`config.mk`:
```
export PLATFORM = sky130hd
export DESIGN_NAME = ysyx_25030093_ifu
export DESIGN_NICKNAME = d
export VERILOG_FILES = /design/src/rtl/ysyx_25030093_ifu.sv
export SDC_FILE = /design/constraint.sdc
export NUM_CORES = 1
export LEC_CHECK = 0
export CAP_MARGIN = 20
export CORE_MARGIN = 2
export CORE_UTILIZATION = 46
export DETAILED_ROUTE_END_ITERATION = 10
export PLACE_DENSITY = 0.86
export SYNTH_ARGS = -nofsm -noshare
export SYNTH_HDL_FRONTEND = slang
export SYNTH_SLANG_ARGS = --single-unit
```
`constraint.sdc`:
```
create_clock -name clk -period 3.7 [get_ports clk]
set_input_delay 0.37 -clock clk [delete_from_list [all_inputs] [get_ports clk]]
set_output_delay 0.37 -clock clk [all_outputs]
set_load 0.005 [all_outputs]
```
`src/rtl/ysyx_25030093_ifu.sv`:
```
// Instruction fetch unit: one memory read per instruction, handed to decode over valid/ready.
// Optional macro YSYX_25030093_IFU_MISALIGN_EN turns a misaligned PC into a local fetch fault.
module ysyx_25030093_ifu #(
    parameter logic [31:0] RESET_PC = 32'h8000_0000,
    parameter int unsigned TIMEOUT  = 16,
    parameter logic [31:0] NOP_INST = 32'h0000_0013
) (
    input  logic        clk,
    input  logic        rst_n,
    input  logic        pc_wen,
    input  logic [31:0] pc_wdata,
    output logic        mem_req_valid,
    input  logic        mem_req_ready,
    output logic [31:0] mem_req_addr,
    input  logic        mem_rsp_valid,
    input  logic [31:0] mem_rsp_data,
    input  logic        mem_rsp_err,
    output logic        inst_valid,
    input  logic        inst_ready,
    output logic [31:0] inst,
    output logic [31:0] inst_pc,
    output logic        inst_err
);

    localparam int unsigned CNT_W = (TIMEOUT > 2) ? $clog2(TIMEOUT) : 1;
    localparam logic [CNT_W-1:0] CNT_LAST = CNT_W'(TIMEOUT - 1);
    localparam logic TIMEOUT_EN = (TIMEOUT != 0);

    typedef enum logic [1:0] {
        S_REQ,
        S_WAIT_RSP,
        S_OUT,
        S_WAIT_WB
    } state_e;

    state_e             state_q, state_d;
    logic [31:0]        pc_q, pc_d;
    logic [CNT_W-1:0]   cnt_q, cnt_d;
    logic [31:0]        inst_q, inst_d;
    logic [31:0]        inst_pc_q, inst_pc_d;
    logic               inst_err_q, inst_err_d;
    logic               mem_req_valid_q, mem_req_valid_d;
    logic               inst_valid_q, inst_valid_d;
    logic               misalign_c;
    logic               misalign_next_c;

`ifdef YSYX_25030093_IFU_MISALIGN_EN
    assign misalign_c      = (pc_q[1:0] != 2'b00);
    assign misalign_next_c = (pc_d[1:0] != 2'b00);
`else
    assign misalign_c      = 1'b0;
    assign misalign_next_c = 1'b0;
`endif

    // Next-state and registered-output computation; outputs follow the next state.
    always_comb begin
        state_d         = state_q;
        pc_d            = pc_q;
        cnt_d           = cnt_q;
        inst_d          = inst_q;
        inst_pc_d       = inst_pc_q;
        inst_err_d      = inst_err_q;
        mem_req_valid_d = 1'b0;
        inst_valid_d    = 1'b0;

        case (state_q)
            S_REQ: begin
                if (misalign_c) begin
                    state_d    = S_OUT;
                    inst_d     = NOP_INST;
                    inst_err_d = 1'b1;
                    inst_pc_d  = pc_q;
                end else if (mem_req_valid_q && mem_req_ready) begin
                    state_d = S_WAIT_RSP;
                    cnt_d   = '0;
                end
            end
            S_WAIT_RSP: begin
                cnt_d = cnt_q + CNT_W'(1);
                // A response arriving on the expiry cycle still wins.
                if (mem_rsp_valid) begin
                    state_d    = S_OUT;
                    inst_d     = mem_rsp_err ? NOP_INST : mem_rsp_data;
                    inst_err_d = mem_rsp_err;
                    inst_pc_d  = pc_q;
                end else if (TIMEOUT_EN && (cnt_q == CNT_LAST)) begin
                    state_d    = S_OUT;
                    inst_d     = NOP_INST;
                    inst_err_d = 1'b1;
                    inst_pc_d  = pc_q;
                end
            end
            S_OUT: begin
                if (inst_valid_q && inst_ready) begin
                    state_d = S_WAIT_WB;
                end
            end
            S_WAIT_WB: begin
                if (pc_wen) begin
                    pc_d    = pc_wdata;
                    state_d = S_REQ;
                end
            end
            default: begin
                state_d = S_REQ;
            end
        endcase

        mem_req_valid_d = (state_d == S_REQ) && !misalign_next_c;
        inst_valid_d    = (state_d == S_OUT);
    end

    always_ff @(posedge clk or negedge rst_n) begin
        if (!rst_n) begin
            state_q         <= S_REQ;
            pc_q            <= RESET_PC;
            cnt_q           <= '0;
            inst_q          <= '0;
            inst_pc_q       <= '0;
            inst_err_q      <= 1'b0;
            mem_req_valid_q <= 1'b0;
            inst_valid_q    <= 1'b0;
        end else begin
            state_q         <= state_d;
            pc_q            <= pc_d;
            cnt_q           <= cnt_d;
            inst_q          <= inst_d;
            inst_pc_q       <= inst_pc_d;
            inst_err_q      <= inst_err_d;
            mem_req_valid_q <= mem_req_valid_d;
            inst_valid_q    <= inst_valid_d;
        end
    end

    assign mem_req_valid = mem_req_valid_q;
    assign mem_req_addr  = pc_q;
    assign inst_valid    = inst_valid_q;
    assign inst          = inst_q;
    assign inst_pc       = inst_pc_q;
    assign inst_err      = inst_err_q;

endmodule

```
== Word level (Yosys, flattened, before mapping) ==
Index checks and enable logic that the tools add are counted.
Cells by class
  eq/ne operators: 6
  reductions and logical operators: 9
  $add $sub $neg: 1
  multiplexer cells: 15
Operator list (count)
  32-bit 2-to-1 mux: 5
  2-bit 2-to-1 mux: 5
  2-bit case mux with 4 select lines: 1
  4-bit case mux with 2 select lines: 1
  2-bit == test, second input constant: 3
  2-bit AND reduction: 3
  4-bit by 1-bit adder with 4-bit output, second input constant: 1
  4-bit == test, second input constant: 1
  2-bit zero test: 2
  4-bit 2-to-1 mux: 1
  2-bit nonzero test: 2
  2-bit by 1-bit == test with 1-bit output, second input constant: 1
  1-bit logical AND: 2
  1-bit 2-to-1 mux: 2
  2-bit inequality test, second input constant: 1
Storage, ports and cells
  register bits after elaboration: 105
  word-level logic and storage cells: 39

== Longest topological paths before layout ==
Gate-level depths: netlist of the first run.
  word-level depth: 5
  depth in mapped cells: 7
  gate-level depth less buffers: 4

== Worst setup path before layout of the first run ==
OpenSTA, ideal clock, no wires.
  path kind: register to register
  start point: reg cnt_q[0]
  end point: reg inst_pc_q[30], in the netlist inst_pc[30]
  clock period less this slack: 1.672 ns
  setup slack: 2.028 ns
  stages on the path, launching flop included: 6
  path buffers: 1
  arrival: 1.547 ns
  cells stage by stage: dfrtp_1 -> ha_1 -> a31oi_2 -> nand2b_1 -> buf_4 -> mux2_2
On the way
  word-level cells in the longest chain between the ends: 3
Ends and longest elaborated chain
  start, declared: line 38  | logic [CNT_W-1:0] cnt_q, cnt_d;
  start signal, assigned: line 126  | cnt_q <= cnt_d;
  4-bit == test: line 86  | end else if (TIMEOUT_EN && (cnt_q == CNT_LAST)) begin
  2-bit nonzero test (no source line)
  2-bit AND reduction (no source line)
  end signal, assigned: line 128  | inst_pc_q <= inst_pc_d;
  end, declared: line 40  | logic [31:0] inst_pc_q, inst_pc_d;
Every way passes these cells.
A chain may end at the register's enable or synchronous reset.

== Worst setup path in the final report of the first run ==
  start point: reg state_q[0]
  end point: reg pc_q[5], in the netlist mem_req_addr[5]
On the way
  word-level cells in the longest chain between the ends: 2
Ends and longest elaborated chain
  start, declared: line 36  | state_e state_q, state_d;
  start signal, assigned: line 124  | state_q <= state_d;
  2-bit == test: line 66  | case (state_q)
  2-bit AND reduction (no source line)
  end signal, assigned: line 125  | pc_q <= pc_d;
  end, declared: line 37  | logic [31:0] pc_q, pc_d;
Every way passes these cells.

==> impl_metrics.yaml, run 1 <==
status:
  run_status: "finished clean"
drt:
  routed_wirelength_mm: 8.95
  detail-route-antenna-nets: 0
  drc: 0
  detail_route.vias_per_cell: 5.14
  wire_per_inst_um: 16.8
  drt_iter0_drc: 60
  vias: 2742
  drt-pass1-iter-count: 4
finish:
  mostFrequentLayoutCells: "168 x clkdlybuf4s50_1, 104 x dfrtp_1, 34 x mux2_2"
  antenna_cells: 0
  mostFrequentLayoutCell: "clkdlybuf4s50_1"
  drive_gt1_share_pct: 14.6
  nets: 492
  stdcell_count: 533
  area_growth_pct: 48.3
  final_area_um2: 5960
grt:
  grt_pass1_vias: 2883
  grt_pass1_wl_mm: 14.7
  grtUsageTotal_pct: 19.4
  grt_max_degree: 85
  grt.overflow.total: 0
  antenna_found_initial: 0
timing:
  rsz0062_at_grt: "no"
  hold_violations: 0
  finalMaxSlewViolations: 0
  fin_crit_sh_pct: 53.9
  final.setup.worst_slack_ps: 1710
  fin_skew_ps: 10.7
  timing.hold.ws_ps: 378
  tightest_slew_ps: 885
  fin_setup_tns_ps: 0
  fin_crit_ps: 1990
  finalSetupViolations: 0
  relSlewSlack_pct: 40.9
  max_freq_mhz: 501
cts:
  postCtsSetupBuffers: 0
  clk_latency_ps: 360
  clk_pin_slew_ps: 90
  cts-root-buf: "clkbuf_8"
  numCtsBuffers: 9
  h-tree-depth: 3
  clock_path_buffers: 2
  numClockSinks: 105
  tritoncts: "done"
setup_path:
  path_max_fanout: 33
  cp-end-kind: "flip-flop"
  required_ps: 3940
  cp-start-kind: "flip-flop"
  cp.arrival_ps: 2240
  crit_type: "flip-flop to flip-flop"
place:
  io_buffer_count: 169
  dp.cells: 514
  dp_hpwl_mm: 6.31
  placed_cell_area_um2: 5720
  pre_cts_ws_ps: 1360
  gp_congestion: 0.852
yosys:
  ys_ff_latch: 105
  syn_nets: 323
  yosysSeqAreaShare_pct: 65.4
  synth_cells: 251
  synth_area_leader_cell: "dfrtp_1"
  synth_cell_types: 30
  synth.avg_cell_area_um2: 16.0
  synth_area_um2: 4020
  yosysWarnings: 0
  synthTopCellsByArea: "dfrtp_1 65%, mux2_2 9.5%, mux2_1 8.4%"
  synth_top_area_share_pct: 64.7
die:
  ios: 170
  core_area_um2: 8590
  die_h_um: 97.5
  die_w_um: 97.5
  start_util_pct: 46.8
  std_cell_rows: 34
  dieArea_um2: 9510
pwr:
  power.internal_mw: 3.34
  seq_power_share_pct: 43.9
  switching_power_mw: 1.33
  clkPwrFrac_pct: 14.1
  vdd_ir_drop_max_v: 0.000457
  p_per_area_nw_per_um2: 784
  p_sw_share_pct: 28.4
  power.leakage_nw: 2.58
  comb_power_share_pct: 42.0
hold_path:
  hp-class: "primary input to async pin"
job:
  cap_violations: 0
[worst paths after layout]
check,from,to,slack [ps],depth (start not counted)
min reg2reg,inst_pc[0],inst_pc[0],490,1
min in group clk,inst_pc[0],inst_pc[0],490,1
max,state_q[0],mem_req_addr[5],1710,2
min,rst_n,mem_req_addr[4],380,2
max reg2reg,state_q[0],mem_req_addr[5],1710,2
max in group asynchronous,rst_n,mem_req_addr[31],2350,4
[power groups by stage]
stage | combinational [mW] | clock (mW) | sequential [mW]
3_5_place_dp | 1.97 | 0 | 2.07
4_1_cts | 1.99 | 0.688 | 2.05
3_3_place_gp | 1.93 | 0 | 2.04
2_1_floorplan | 0.708 | 0 | 2.05
5_1_grt | 2.10 | 0.740 | 2.13
6_report | 1.96 | 0.660 | 2.05
[flip-flops by register name, summed over array words and instances, names as in the netlist]
| register | count |
|---|---|
| cnt_q | 4 |
| inst | 32 |
| inst_err | 1 |
| inst_pc | 32 |
| inst_valid | 1 |
| mem_req_addr | 32 |
| mem_req_valid | 1 |
| state_q | 2 |
[timing repair]
action / 4_1_cts / 5_1_grt
gates resized for setup: 0 / 0
hold buffers: 0 / 1
hold endpoints to repair: 0 / 8
[area by class of cell]
type,count,area (um^2)
fillers,613,2630
clock inverters,6,47.5
multi-input cells,130,1260
flip-flops and latches,105,2630
well taps,108,135
repair buffers,174,1760
clock buffers,10,138
[metal layers]
layer	share of wire, %	track usage (%)	vias to the layer above
li1	-	-	1240
met1	42	24.5	1381
met2	49	31.9	109
met3	7.6	6.62	12
met4	1.3	5.88	0
met5	0	0	-
[synthesized netlist by cell type, drive strengths merged]
master	count
mux2	64
and2b	1
nand2	8
nand4bb	1
o211ai	1
buf	16
o31ai	1
dfrtp	104
a21oi	1
a221o	1
dfstp	1
or2	1
nor2	3
mux2i	1
nor3b	1
o22a	3
a31oi	1
xor2	1
a22o	29
o21ai	1
o21a	1
nand3	4
nand3b	3
nand2b	2
ha	1
[cell families (layout without fill, tap and decap cells)]
group | count (synthesis) | in the layout | share of synthesized area [%]
AOI/OAI and AO/OA | 39 | 39 | 8.34
xor gates and xnor gates | 1 | 1 | 0.218
adders and majority gates | 1 | 1 | 0.311
muxes | 65 | 65 | 18.2
buffers and inverters | 16 | 190 | 3.52
DFF | 105 | 105 | 65.4
and+or+nand+nor | 24 | 24 | 4.08
[per-stage QoR]
| stage | total power, mW | util (%) |
|---|---|---|
| after floorplan | 2.76 | - |
| after global placement | 3.97 | 66.6 |
| after detailed placement | 4.05 | 66.6 |
| after CTS | 4.73 | 68.8 |
| after global routing | 4.97 | 69.4 |
| final | 4.67 | 69.4 |
[worst max-delay path, cell delays in order (launching register included)]
cell     delay, ps
dfrtp_1        550
nand3_2        750
mux2_2         550
Note: power is estimated with default switching activity, not from simulation.
==> run 2: changes to the inputs <==
--- a/config.mk
+++ b/config.mk
@@ -7,9 +7,9 @@
 export LEC_CHECK = 0
 export CAP_MARGIN = 20
 export CORE_MARGIN = 2
-export CORE_UTILIZATION = 46
+export CORE_UTILIZATION = 42
 export DETAILED_ROUTE_END_ITERATION = 10
-export PLACE_DENSITY = 0.86
+export PLACE_DENSITY = 0.79
 export SYNTH_ARGS = -nofsm -noshare
 export SYNTH_HDL_FRONTEND = slang
 export SYNTH_SLANG_ARGS = --single-unit
==> constraint.sdc (replaced) <==
create_clock -name clk -period 2 [get_ports clk]
set_input_delay 0.2 -clock clk [delete_from_list [all_inputs] [get_ports clk]]
set_output_delay 0.2 -clock clk [all_outputs]
set_load 0.005 [all_outputs]
==> run 2 against run 1 <==
  * Maximum frequency increased by 13%
  * Global-route usage decreased by 2.0 points
  * Register-to-register slack got worse by 1500 ps
  * Sequential power increased by 85%
  * Cell count increased by 5.1%
  * First-iteration DRC count decreased by 40%
  * Largest cell class unchanged
==> impl_metrics.yaml, run 2 (synthesized netlist as in run 1, its figures left out) <==
cts:
  h-tree-depth: 3
  clk_latency_ps: 350
  numCtsBuffers: 9
  cts-root-buf: "clkbuf_8"
  numClockSinks: 105
  clock_path_buffers: 2
  postCtsSetupBuffers: 0
  clk_pin_slew_ps: 90
  tritoncts: "done"
finish:
  num-fill-cells: 718
  area_growth_pct: 50.3
  antenna_cells: 0
  mostFrequentLayoutCell: "clkdlybuf4s50_1"
  drive_gt1_share_pct: 15.3
  regArea_um2: 2630
  mostFrequentLayoutCells: "168 x clkdlybuf4s50_1, 104 x dfrtp_1, 34 x mux2_2"
  multiInputGateArea_um2: 1260
  nets: 498
die:
  die_h_um: 102
  ios: 170
  core_area_um2: 9280
  dieArea_um2: 10400
  start_util_pct: 43.3
  die_w_um: 102
  std_cell_rows: 35
timing:
  max_freq_mhz: 568
  final.setup.worst_slack_ps: 238
  fin_skew_ps: 12.7
  finalMaxSlewViolations: 0
  fin_crit_ps: 1760
  finalSetupViolations: 0
  tightest_slew_ps: 542
  fin_crit_sh_pct: 88.1
  rsz0062_at_grt: "no"
  timing.hold.ws_ps: 369
  relSlewSlack_pct: 63.8
  hold_violations: 0
  fin_setup_tns_ps: 0
drt:
  vias: 2758
  drc: 0
  drt-pass1-iter-count: 4
  detail_route.vias_per_cell: 4.93
  drt_iter0_drc: 36
  detail-route-antenna-nets: 0
  wire_per_inst_um: 16.0
  routed_wirelength_mm: 8.94
job:
  cap_violations: 0
status:
  run_status: "finished clean"
setup_path:
  critPathMaxStageDelay_ps: 420
  cp.arrival_ps: 1980
  cp_slowest_cell: "dfrtp_1"
  cp-start-kind: "flip-flop"
  regToRegStartpoint: "cnt_q[0]"
  crit_chain: "ha_1 > a31oi_2 > nor2_8 > buf_4 > mux2_1"
  rr_worst_depth: 5
  regToRegSetupSlack_ps: 240
  cp-end-kind: "flip-flop"
  crit_type: "flip-flop to flip-flop"
  required_ps: 2220
  worstReg2RegEnd: "inst_pc[6]"
  path_max_fanout: 14
place:
  pre_cts_ws_ps: 220
  gp_congestion: 0.742
  io_buffer_count: 169
  dp_hpwl_mm: 6.64
pwr:
  power.leakage_nw: 2.60
  vdd_ir_drop_max_v: 0.000662
  p_per_area_nw_per_um2: 1440
hold_path:
  hp-class: "primary input to async pin"
grt:
  grtUsageTotal_pct: 17.5
  antenna_found_initial: 0
  grt.overflow.total: 0
  grt_pass1_vias: 2847
  grt_max_degree: 43
  grt_pass1_wl_mm: 14.1
==> run 2: cell count changes in the layout (fill, tap and decap cells not counted) <==
| cell | change |
|---|---|
| buf_4 | +6 |
| buf_12 | +2 |
| buf_16 | -1 |
| clkinv_2 | -1 |
| inv_6 | -4 |
| buf_8 | -1 |
| bufinv_16 | +1 |
| clkinvlp_4 | +2 |
| clkbuf_1 | +2 |
==> run 2: what timing repair did <==
| item | 4_1_cts | 5_1_grt |
|---|---|---|
| gates resized for setup | 0 | 0 |
| hold endpoints to repair | 39 | 0 |
| hold buffers | 1 | 0 |
==> run 2: how the worst max path moves through the flow <==
stage	from	to	cells past startpoint
6_report	cnt_q[0]	inst_pc[6]	5
2_1_floorplan	cnt_q[0]	inst_pc[30]	5
4_1_cts	cnt_q[0]	inst[31]	5
3_3_place_gp	mem_rsp_valid	inst_pc[21]	5
3_5_place_dp	mem_rsp_valid	inst_pc[6]	5
5_1_grt	cnt_q[0]	inst[31]	5
==> run 2: worst max-delay path, delay by kind of cell (launching register included) <==
kind | cells | cell delay (ps)
multiplexers | 1 | 350
adder cells (fa/ha/maj) | 1 | 240
AND/OR/NAND/NOR | 1 | 60
flip-flops | 1 | 420
buffers and inverters | 1 | 210
AO/OA/AOI/OAI | 1 | 350
==> run 2: power by group <==
| group | leakage (nW) | internal (mW) | total, mW | switching (mW) |
|---|---|---|---|---|
| clock | 0.0888 | 0.615 | 1.29 | 0.671 |
| combinational | 1.21 | 2.57 | 3.65 | 1.08 |
| sequential | 1.30 | 3.14 | 3.79 | 0.651 |
| total | 2.60 | 6.32 | 8.73 | 2.41 |
==> run 2: layer usage <==
layer / track usage [%] / up-vias / part of all wire, % / wire length, um
met5: 0 / - / 0 / 0
met4: 5.23 / 0 / 1.0 / 89
met3: 4.24 / 10 / 7.7 / 690
met2: 29.1 / 111 / 50 / 4430
met1: 22.8 / 1374 / 42 / 3730
li1: - / 1263 / - / -
==> run 2: layout make-up <==
cell class              instances  area share, %
flip-flops and latches        105           43.5
repair buffers                180           29.8
multi-input cells             130           20.8
clock buffers                  12           2.40
well taps                     129           2.67
clock inverters                 4          0.870
==> run 2: metrics by stage <==
| stage | utilization, % | area [um^2] | total power [mW] | cells |
|---|---|---|---|---|
| 2_1_floorplan | - | 4020 | 5.10 | 251 |
| 3_3_place_gp | 62.9 | 5840 | 7.38 | 543 |
| 3_5_place_dp | 62.9 | 5840 | 7.54 | 543 |
| 4_1_cts | 65.1 | 6040 | 8.87 | 560 |
| 5_1_grt | 65.1 | 6040 | 9.29 | 560 |
| 6_report | 65.1 | 6040 | 8.73 | 560 |
